--- config.mk ---
export PLATFORM = sky130hd
export DESIGN_NAME = fclk_align_ctrl
export DESIGN_NICKNAME = d
export VERILOG_FILES = /design/src/rtl/fclk_align_ctrl.sv
export SDC_FILE = /design/constraint.sdc
export NUM_CORES = 1
export LEC_CHECK = 0
export BUFFER_PORTS_ARGS = -buffer_cell sky130_fd_sc_hd__buf_2
export CAP_MARGIN = 10
export CORE_MARGIN = 2
export CORE_UTILIZATION = 46
export DETAILED_ROUTE_END_ITERATION = 10
export PLACE_DENSITY_LB_ADDON = 0.12
export SYNTH_ARGS = -nofsm -noshare
export SYNTH_HDL_FRONTEND = slang
export SYNTH_SLANG_ARGS = --single-unit
--- constraint.sdc ---
create_clock -name divclk -period 4.3 [get_ports divclk]
set_clock_uncertainty 0.2 [all_clocks]
set_input_delay 0.645 -clock divclk [delete_from_list [all_inputs] [get_ports divclk]]
set_output_delay 0.645 -clock divclk [all_outputs]
set_load 0.005 [all_outputs]
--- src/rtl/fclk_align_ctrl.sv ---
// fclk_align_ctrl: bitslip alignment controller for the ADC frame-clock deserializer.
//
// Ports (all in the divclk domain):
//    divclk       deserializer divided clock
//    rst_n        asynchronous active-low reset
//    start        single-cycle request to begin or restart alignment
//    fclk_deser   deserialized 8-bit frame-clock word
//    bitslip      one-cycle bitslip pulse to both deserializer halves
//    busy         high while checking, slipping or settling
//    locked       high while the frame word is held in alignment
//    fail         high when alignment gave up after MAX_SLIPS slips
//    slip_count   bitslips issued in the current attempt
//    relock_count saturating count of lock losses
//
// Optional macro FCLK_ALIGN_STATS_EN: implements relock_count plus an internal
// saturating total-bitslip counter (slip_total) for on-chip debug probing.
// Without it relock_count reads 8'h00.
module fclk_align_ctrl #(
   parameter logic [7:0] PATTERN       = 8'hF0,
   parameter int         SETTLE_CYCLES = 4,
   parameter int         MAX_SLIPS     = 8,
   parameter int         LOCK_COUNT    = 16,
   parameter int         LOSS_COUNT    = 4
) (
   input  logic       divclk,
   input  logic       rst_n,
   input  logic       start,
   input  logic [7:0] fclk_deser,
   output logic       bitslip,
   output logic       busy,
   output logic       locked,
   output logic       fail,
   output logic [3:0] slip_count,
   output logic [7:0] relock_count
);
   typedef enum logic [2:0] {IDLE, CHECK, SLIP, SETTLE, LOCKED, FAIL} state_t;
   state_t     state;
   logic [7:0] match_cnt;
   logic [3:0] miss_cnt;
   logic [3:0] settle_cnt;
   logic       match;
   logic       loss_evt;
   logic       restart;
   assign match    = fclk_deser == PATTERN;
   // an explicit start wins over a coincident loss of lock
   assign loss_evt = state == LOCKED && !start && !match && miss_cnt == 4'(LOSS_COUNT - 1);
   assign restart  = loss_evt || (start && (state == IDLE || state == LOCKED || state == FAIL));
   always_ff @(posedge divclk or negedge rst_n) begin
      if (!rst_n) begin
         state      <= IDLE;
         bitslip    <= 1'b0;
         busy       <= 1'b0;
         locked     <= 1'b0;
         fail       <= 1'b0;
         slip_count <= 4'd0;
         match_cnt  <= 8'd0;
         miss_cnt   <= 4'd0;
         settle_cnt <= 4'd0;
      end else begin
         bitslip <= 1'b0;
         if (restart) begin
            state      <= CHECK;
            busy       <= 1'b1;
            locked     <= 1'b0;
            fail       <= 1'b0;
            slip_count <= 4'd0;
            match_cnt  <= 8'd0;
            miss_cnt   <= 4'd0;
         end else begin
            case (state)
               CHECK:
                  if (match) begin
                     match_cnt <= match_cnt + 8'd1;
                     if (match_cnt == 8'(LOCK_COUNT - 1)) begin
                        state    <= LOCKED;
                        busy     <= 1'b0;
                        locked   <= 1'b1;
                        miss_cnt <= 4'd0;
                     end
                  end else if (slip_count == 4'(MAX_SLIPS)) begin
                     state <= FAIL;
                     busy  <= 1'b0;
                     fail  <= 1'b1;
                  end else begin
                     // bitslip is registered, so it is high exactly while in SLIP
                     state     <= SLIP;
                     bitslip   <= 1'b1;
                     match_cnt <= 8'd0;
                  end
               SLIP: begin
                  state      <= SETTLE;
                  slip_count <= slip_count + 4'd1;
                  settle_cnt <= 4'd0;
               end
               SETTLE:
                  if (settle_cnt == 4'(SETTLE_CYCLES - 1)) begin
                     state     <= CHECK;
                     match_cnt <= 8'd0;
                  end else begin
                     settle_cnt <= settle_cnt + 4'd1;
                  end
               LOCKED:
                  miss_cnt <= match ? 4'd0 : miss_cnt + 4'd1;
               default: ;
            endcase
         end
      end
   end
`ifdef FCLK_ALIGN_STATS_EN
   logic [7:0] relock_q;
   logic [7:0] slip_total;
   always_ff @(posedge divclk or negedge rst_n) begin
      if (!rst_n) begin
         relock_q   <= 8'd0;
         slip_total <= 8'd0;
      end else begin
         if (loss_evt && relock_q != 8'hFF)
            relock_q <= relock_q + 8'd1;
         if (state == SLIP && slip_total != 8'hFF)
            slip_total <= slip_total + 8'd1;
      end
   end
   assign relock_count = relock_q;
`else
   assign relock_count = 8'h00;
`endif
endmodule

==> results of run 1 <==
[state kept, by name (all words and copies together) (netlist names)]
name,flops
match_cnt,8
miss_cnt,4
settle_cnt,4
slip_count,4
state,3
bitslip,1
busy,1
fail,1
locked,1
[per-layer routing]
| layer | vias to the layer above | GRT usage, % | part of all wire (%) |
|---|---|---|---|
| met5 | - | 0 | 0 |
| met4 | 0 | 2.500 | 0 |
| met2 | 35 | 28.36 | 47 |
| met1 | 566 | 22.20 | 48 |
| li1 | 619 | - | - |
| met3 | 0 | 4.505 | 4.6 |
[cells in the mapped netlist (all sizes together) (3+ instances only)]
cell type / n / share of area, %
nor3b: 4 / 1.9
buf: 12 / 5.6
nand2: 16 / 3.8
dfrtp: 27 / 43
nand4: 3 / 1.2
nor3: 6 / 1.9
nor2: 21 / 6.0
inv: 10 / 2.4
nand3: 8 / 2.5
a31oi: 7 / 2.8
o21ai: 9 / 2.9
ha: 5 / 4.0
a21oi: 3 / 1.2
[worst max-delay path, delay by kind of cell]
family                 cells  cell delay, ps
AND/OR/NAND/NOR            3             950
AO/OA/AOI/OAI              1             570
multiplexers               1             190
buffers and inverters      1              90
[worst paths after layout]
path                                         start                        end  slack [ps]  cells past startpoint
max                                  fclk_deser[1]   match_cnt[0]$_DFFE_PN0P_        1830                      6
min                                          rst_n  slip_count[3]$_DFFE_PN0P_         110                      1
max in group asynchronous                    rst_n   match_cnt[4]$_DFFE_PN0P_        3400                      1
min reg2reg                       busy$_DFFE_PN0P_           busy$_DFFE_PN0P_         300                      1
min in group divclk               busy$_DFFE_PN0P_           busy$_DFFE_PN0P_         300                      1
max reg2reg                miss_cnt[0]$_DFFE_PN0P_  settle_cnt[3]$_DFFE_PN0P_        1960                      6
[cell type report]
cell class              instances  area [µm²]  area share, %
multi-input cells             127       790.8          47.13
flip-flops and latches         27       675.6          40.27
repair buffers                 18       90.09          5.369
well taps                      46       57.56          3.430
inverters                      10       37.54          2.237
clock buffers                   4       26.28          1.566
[cell families after synthesis]
kind of cell             Yosys count  synth area share [%]
XOR/XNOR                           3                 1.670
AND/OR/NAND/NOR                   75                 25.76
flip-flops                        27                 42.93
buffers and inverters             24                 8.506
AO/OA/AOI/OAI                     32                 14.31
adder cells (fa/ha/maj)            6                 4.611
multiplexers                       3                 1.987
other                              1                0.2382
[placed cells by master, fill, tap and decap left out, types with 5 or more instances in the layout]
cell / netlist / layout
nor3_1: 6 / 6
dfrtp_1: 27 / 27
conb_1: 1 / 8
inv_1: 10 / 10
nand2_1: 16 / 16
nand3_1: 8 / 8
o21ai_0: 8 / 8
a31oi_1: 7 / 7
ha_1: 5 / 5
nor2_1: 20 / 20
buf_2: 2 / 18
[power by group through the flow]
stage,combinational (mW),clock (mW),sequential [mW]
3_3_place_gp,0.245,0,0.374
2_1_floorplan,0.200,0,0.364
3_5_place_dp,0.253,0,0.379
5_1_grt,0.294,0.126,0.386
6_report,0.251,0.109,0.374
4_1_cts,0.254,0.115,0.373
==> results.md, run 1 <==
- DRC: 0
- Area Overhead vs Synth: 6.598%
- P_leak: 0.7850 nW
- RSZ-0062 raised after global routing: no
- Internal: 0.4652 mW
- Row count: 21
- # H-tree levels: 1
- TritonCTS Buffers: 3
- Status: completed
- First-pass GRT wire length: 5326 µm
- Min Hold Slack: 109.2 ps
- Dpl cell area: 1652 µm²
- Ys Warns: 0
- Psw: 0.2684 mW
- Fin nets: 203
- Top_reg_cell synth: dfrtp_1
- CP startpoint kind: primary input
- Combinational Power Share: 34.2%
- CP Class: primary input to flip-flop
- Number of enable flip-flop cells after synthesis: 0
- Max-Slew Margin vs Limit: 50.86%
- Post-synthesis async set-or-reset flop share: 100.0%
- Routed Antenna Nets: 0
- CTS tree: yes
- Vias per cell: 5.259
- CP required: 4280 ps
- Final hold viol count: 0
- Synth unique cells: 50
- Clock slew at reported path FFs: 140 ps
- Number of setup buffers added after CTS: 0
- Post-route insts no fill: 232
- Slowest cell on crit path: o311ai_2
- Worst slack at placement: 1460 ps
- Layout cells sized above 1: 17.74%
- Routed WL: 2952 µm
- Hold-fix buffers, CTS: 0
- Seq pwr share: 50.9%
- Sequential fraction of the synthesis area: 42.93%
- Crit. End Element: flip-flop
- Final Setup Violations: 0
- Chip width: 62.50 µm
- RePlAce Congestion: 0.7520
- Fillers: 316
- Peak Freq: 405.1 MHz
- Iteration-0 DRC Markers: 60
- Number of antenna diodes: 0
- Fin worst setup slack: 1831 ps
- Setup TNS: 0 ps
- Period utilisation layout: 57.41%
- Vias in the first global route: 1,166
- Die area: 3906 µm²
- Die H: 62.50 µm
- Vias: 1,220
- Max-slew violation count: 0
- Post_cts resized: 0
- DP Cell Count: 228
- Mapped Cells: 171
- Total GRT Usage: 16.83%
- Clock network power share: 14.8%
- Grt ovf: 0
- Final instance area: 1678 µm²
- Power Density: 437.2 nW/µm²
- Crit path DAT: 2450 ps
- Flop and latch count out of synthesis: 27
- Pin count of the biggest net entering global routing: 28
- Slew @ Worst Pin: 732.1 ps
- Max_cap viols: 0
- Dpl hpwl: 2196 µm
- Core area: 3311 µm²
- Crit path max fanout: 8
- Hold Crit Class: primary input to asynchronous set/reset pin
- Cell Chain, Critical Path: buf_2 -> or4_4 -> nor2_1 -> nor2_1 -> o311ai_2 -> mux2i_1
- Switch share: 36.58%
- Root buf cell: clkbuf_4
- Ports: 27
- Starting Density: 47.54%
- Post-Syn Area: 1574 µm²
- Drt wl/cell: 12.72 µm
- Final Critical Period: 2469 ps
- CP max stage delay: 570 ps
- Initial antenna violation count: 0
- CTS max path bufs: 2
- Most used cell, CP: nor2_1
- Post-layout util: 50.68%
- Pre-Repair DR Iteration Count: 4
- Total power: 0.7336 mW
- I/O Buffers: 18
- Syn_area_per_cell: 9.205 µm²
- CTS Sinks: 27
- VDD IR-drop max: 0.2079 mV
- Skew-Pair Late Insertion Delay: 320 ps
No activity file was read; power rests on OpenSTA's default activity.
==> inputs of run 2 (changes only) <==
==> constraint.sdc (replaced) <==
create_clock -name divclk -period 2.4 [get_ports divclk]
set_clock_uncertainty 0.2 [all_clocks]
set_input_delay 0.36 -clock divclk [delete_from_list [all_inputs] [get_ports divclk]]
set_output_delay 0.36 -clock divclk [all_outputs]
set_load 0.005 [all_outputs]
==> results.md, run 2 (synthesized netlist as in run 1, its figures left out) <==
- # H-tree levels: 1
- Switch share: 37.13%
- Die area: 3906 µm²
- Top reg by flops: match_cnt
- Number of setup buffers added after CTS: 0
- CP required: 2470 ps
- Slowest cell on crit path: dfrtp_1
- Chip width: 62.50 µm
- Starting Density: 47.54%
- Ports: 27
- Seq pwr share: 49.6%
- Drt wl/cell: 13.08 µm
- I/O Buffers: 18
- Routed WL: 3114 µm
- Routed Antenna Nets: 0
- Post-route insts no fill: 238
- Commonest non-fill, non-tap cell in the layout: dfrtp_1
- Setup TNS: 0 ps
- Fillers: 337
- Combinational Power Share: 35.5%
- Skew-Pair Late Insertion Delay: 330 ps
- Cell Chain, Critical Path: ha_1 -> nor4b_1 -> nand2_1 -> o21a_1 -> o311ai_2 -> buf_4 -> mux2i_1
- Vias in the first global route: 1,232
- Crit path max fanout: 8
- Pre-Repair DR Iteration Count: 4
- Vias per cell: 5.239
- Hold Crit Class: flip-flop to flip-flop
- Final Critical Period: 2103 ps
- Vias: 1,247
- Pin count of the biggest net entering global routing: 28
- Slew @ Worst Pin: 613.5 ps
- Post_cts resized: 0
- Layout cells sized above 1: 20.31%
- Dpl hpwl: 2358 µm
- Die H: 62.50 µm
- Area Overhead vs Synth: 9.698%
- Period utilisation layout: 87.63%
- TritonCTS Buffers: 3
- Total GRT Usage: 17.47%
- Core area: 3311 µm²
- P_leak: 0.8174 nW
- CP Class: flip-flop to flip-flop
- RSZ-0062 raised after global routing: no
- Number of antenna diodes: 0
- VDD IR-drop max: 0.4579 mV
- RePlAce Congestion: 0.7787
- Final Setup Violations: 0
- Fin nets: 209
- Reg2Reg Setup Slack: 300 ps
- Crit. End Element: flip-flop
- Hold-fix buffers, CTS: 1
- First-pass GRT wire length: 5492 µm
- Power Density: 785.6 nW/µm²
- Clock network power share: 14.9%
- DP Cell Count: 233
- Iteration-0 DRC Markers: 41
- CP startpoint kind: flip-flop
- Max-slew violation count: 0
- Peak Freq: 475.5 MHz
- Most frequent cells in the layout: dfrtp_1, nor2_1, buf_2
- Crit path DAT: 2170 ps
- Max-Slew Margin vs Limit: 59.10%
- CP max stage delay: 410 ps
- Internal: 0.8528 mW
- Final hold viol count: 0
- Root buf cell: clkbuf_4
- Row count: 21
- Grt ovf: 0
- Clock slew at reported path FFs: 150 ps
- Initial antenna violation count: 0
- Psw: 0.5037 mW
- Max FFs per register: 8
- CTS tree: yes
- Max_cap viols: 0
- CTS max path bufs: 2
- CTS Sinks: 27
- DRC: 0
- Status: completed
run 2: changes by cell type in the layout (fill, tap and decap cells not counted):
cell           before  now
buf_4               0    5
clkbuf_1            1    0
clkinv_2            0    1
dlygate4sd3_1       0    1
run 2: worst max-delay path, delay by kind of cell, from the launching register on:
kind            cells  cell delay [ps]
mux                 1              190
fa+ha+maj           1              200
simple gates        2              500
flops               1              410
buf+inv             1              210
compound gates      2              330
run 2: through the flow:
stage	util (%)	setup slack [ps]	hold WS [ps]	power (mW)	instance area, µm²
after floorplan	-	112.0	-135.6	1.011	1600
after global placement	51.02	54.76	197.0	1.137	1689
after detailed placement	51.02	21.24	215.0	1.168	1689
after CTS	52.15	300.5	317.1	1.374	1727
after global routing	52.15	42.35	341.6	1.478	1727
final	52.15	297.0	302.1	1.357	1727
run 2: layer usage:
layer,track usage (%),part of all wire (%),wire (µm)
met1,23.67,49,1525
met2,29.03,47,1458
met3,2.162,2.9,91
met4,5.833,1.3,40
met5,0,0,0
run 2: path summary, 6_finish.rpt:
| check | startpoint | endpoint | depth (start not counted) |
|---|---|---|---|
| worst max-delay path | miss_cnt[0]$_DFFE_PN0P_ | match_cnt[1]$_DFFE_PN0P_ | 7 |
| worst min-delay path | busy$_DFFE_PN0P_ | busy$_DFFE_PN0P_ | 1 |
| worst max register to register | miss_cnt[0]$_DFFE_PN0P_ | match_cnt[1]$_DFFE_PN0P_ | 7 |
| worst min register to register | busy$_DFFE_PN0P_ | busy$_DFFE_PN0P_ | 1 |
| max in group asynchronous | rst_n | match_cnt[2]$_DFFE_PN0P_ | 2 |
| min in group asynchronous | rst_n | settle_cnt[3]$_DFFE_PN0P_ | 2 |
run 2: area by class of cell:
cell class / count / area [µm²] / share of cell area [%]
multi-input combinational: 127 / 790.8 / 45.80
sequential: 27 / 675.6 / 39.13
timing repair buffer: 24 / 137.6 / 7.971
tap: 46 / 57.56 / 3.333
inverter: 10 / 37.54 / 2.174
clock buffer: 3 / 22.52 / 1.304
clock inverter: 1 / 5.005 / 0.2899
run 2: power by group through the flow:
| stage | sequential [mW] | combinational [mW] | clock, mW |
|---|---|---|---|
| floorplan | 0.652 | 0.359 | 0 |
| global placement | 0.672 | 0.464 | 0 |
| detailed placement | 0.682 | 0.486 | 0 |
| CTS | 0.671 | 0.490 | 0.212 |
| global route | 0.696 | 0.553 | 0.230 |
| finish | 0.673 | 0.481 | 0.202 |
==> inputs of run 3 (changes only) <==
--- a/config.mk
+++ b/config.mk
@@ -10,7 +10,8 @@
 export CORE_MARGIN = 2
 export CORE_UTILIZATION = 46
 export DETAILED_ROUTE_END_ITERATION = 10
-export PLACE_DENSITY_LB_ADDON = 0.12
+export PLACE_DENSITY = 0.69
+export RECOVER_POWER = 50
 export SYNTH_ARGS = -nofsm -noshare
 export SYNTH_HDL_FRONTEND = slang
 export SYNTH_SLANG_ARGS = --single-unit
==> results.md, run 3 (synthesized netlist as in run 1, its figures left out) <==
- RSZ-0062 raised after global routing: no
- Worst path buffer plus inverter count: 1
- Worst slack at placement: 19.39 ps
- Max_cap viols: 0
- CP Class: flip-flop to flip-flop
- Slew @ Worst Pin: 1436 ps
- Global routing usage on met3: 1.802%
- Commonest non-fill, non-tap cell in the layout: dfrtp_1
- Pre-Repair DR Iteration Count: 4
- CTS Sinks: 27
- Routed WL: 3113 µm
- Top reg by flops: match_cnt
- Grt ovf: 0
- Vias per cell: 5.238
- Row count: 21
- Skew-Pair Late Insertion Delay: 330 ps
- Peak Freq: 477.6 MHz
- Final Setup Violations: 0
- Status: completed
- Final Critical Period: 2094 ps
- Most frequent cells in the layout: dfrtp_1, nor2_1, nand2_1, buf_2, inv_1
- Root buf cell: clkbuf_4
- Hold Crit Depth: 1
- CP required: 2460 ps
- Power Density: 780.5 nW/µm²
- CTS tree: yes
- Core area: 3311 µm²
- Final instance area: 1732 µm²
- Fillers: 329
- Pin count of the biggest net entering global routing: 28
- Routed Antenna Nets: 0
- Die area: 3906 µm²
- Crit path DAT: 2150 ps
- CTS max path bufs: 2
- Drt wl/cell: 13.03 µm
- RePlAce Congestion: 0.8384
- Max-Slew Margin vs Limit: 4.251%
- Fin nets: 210
- Number of antenna diodes: 0
- Iteration-0 DRC Markers: 58
- Total GRT Usage: 17.52%
- VDD IR-drop max: 0.4441 mV
- Max-slew violation count: 0
- Total power: 1.351 mW
- Worst flop-to-flop path endpoint: match_cnt[1]$_DFFE_PN0P_
- Setup TNS: 0 ps
- Hold EP: busy$_DFFE_PN0P_
- Dpl hpwl: 2393 µm
- CP startpoint kind: flip-flop
- Slowest cell on crit path: dfrtp_1
- DRC: 0
- First-pass GRT wire length: 5423 µm
- Clock slew at reported path FFs: 150 ps
- Fin worst setup slack: 306.2 ps
- TritonCTS Buffers: 3
- Die H: 62.50 µm
- Max FFs per register: 8
- Vias: 1,252
- Chip width: 62.50 µm
- Ports: 27
- Crit path max fanout: 8
- Area Overhead vs Synth: 10.02%
- Initial antenna violation count: 0
- P_leak: 0.8157 nW
- Met2 usage: 29.44%
- M1 GR Usage: 22.88%
- I/O Buffers: 18
- Worst reg2reg path depth: 7
- Min-Delay Startpoint: busy$_DFFE_PN0P_
- Period utilisation layout: 87.24%
- Final hold viol count: 0
- Starting Density: 47.54%
- # H-tree levels: 1
- CP max stage delay: 430 ps
- Cell Chain, Critical Path: ha_1 -> nor4b_1 -> nand2_1 -> o21a_1 -> o311ai_2 -> buf_4 -> mux2i_1
- Worst r2r src: miss_cnt[0]$_DFFE_PN0P_
- Post_cts resized: 0
- Hold Crit Class: flip-flop to flip-flop
- Layout cells sized above 1: 19.69%
- Reg2Reg Setup Slack: 310 ps
- Crit path max-delay family: simple AND/OR/NAND/NOR gates
- Dpl cell area: 1697 µm²
- Vias in the first global route: 1,198
- Crit. End Element: flip-flop
- Gr busiest metal: met2
## run 3: worst max-delay path by stage
stage,start,to,slack [ps],depth (start not counted)
finish,miss_cnt[0]$_DFFE_PN0P_,match_cnt[1]$_DFFE_PN0P_,310,7
global route,miss_cnt[0]$_DFFE_PN0P_,match_cnt[1]$_DFFE_PN0P_,110,7
CTS,miss_cnt[0]$_DFFE_PN0P_,match_cnt[1]$_DFFE_PN0P_,290,7
detailed placement,fclk_deser[1],miss_cnt[3]$_DFFE_PN0P_,20,6
global placement,fclk_deser[1],miss_cnt[3]$_DFFE_PN0P_,70,6
floorplan,fclk_deser[1],miss_cnt[3]$_DFFE_PN0P_,110,6
## run 3: worst register-to-register path, cell delays in order (launching register included)
cell and delay [ps]:
dfrtp_1 430, ha_1 200, nor4b_1 320, nand2_1 150
o21a_1 250, o311ai_2 80, buf_4 210, mux2i_1 190
## run 3: per-layer routing
layer  vias up  routed length, µm  share of wire [%]
li1        629                  -                  -
met1       603               1470                 47
met3         4                 79                2.5
met4         0                 51                1.6
met5         -                  0                  0
met2        16               1511                 49
## run 3: layout make-up
type,count,area [µm²],share of cell area [%]
inverter,10,37.54,2.168
clock buffer,3,22.52,1.301
timing repair buffer,25,142.6,8.237
multi-input combinational,127,790.8,45.66
sequential,27,675.6,39.02
clock inverter,1,5.005,0.2890
tap,46,57.56,3.324
## run 3: per-stage QoR
stage | hold slack (ps) | utilization [%] | cells
floorplan | -135.6 | - | 178
CTS | 307.2 | 52.38 | 239
global route | 316.7 | 52.31 | 239
detailed placement | 203.4 | 51.25 | 234
global placement | 195.7 | 51.25 | 234
finish | 306.7 | 52.31 | 239
## run 3: timing repair
action,4_1_cts,5_1_grt
endpoints found under the hold margin,27,0
buffers inserted,0,0
hold buffers,1,0
## run 3: power by group
part           switching [mW]  internal (mW)  leakage [nW]
logic                   0.249          0.233         0.452
registers               0.117          0.556         0.346
clock network           0.134         0.0625        0.0177
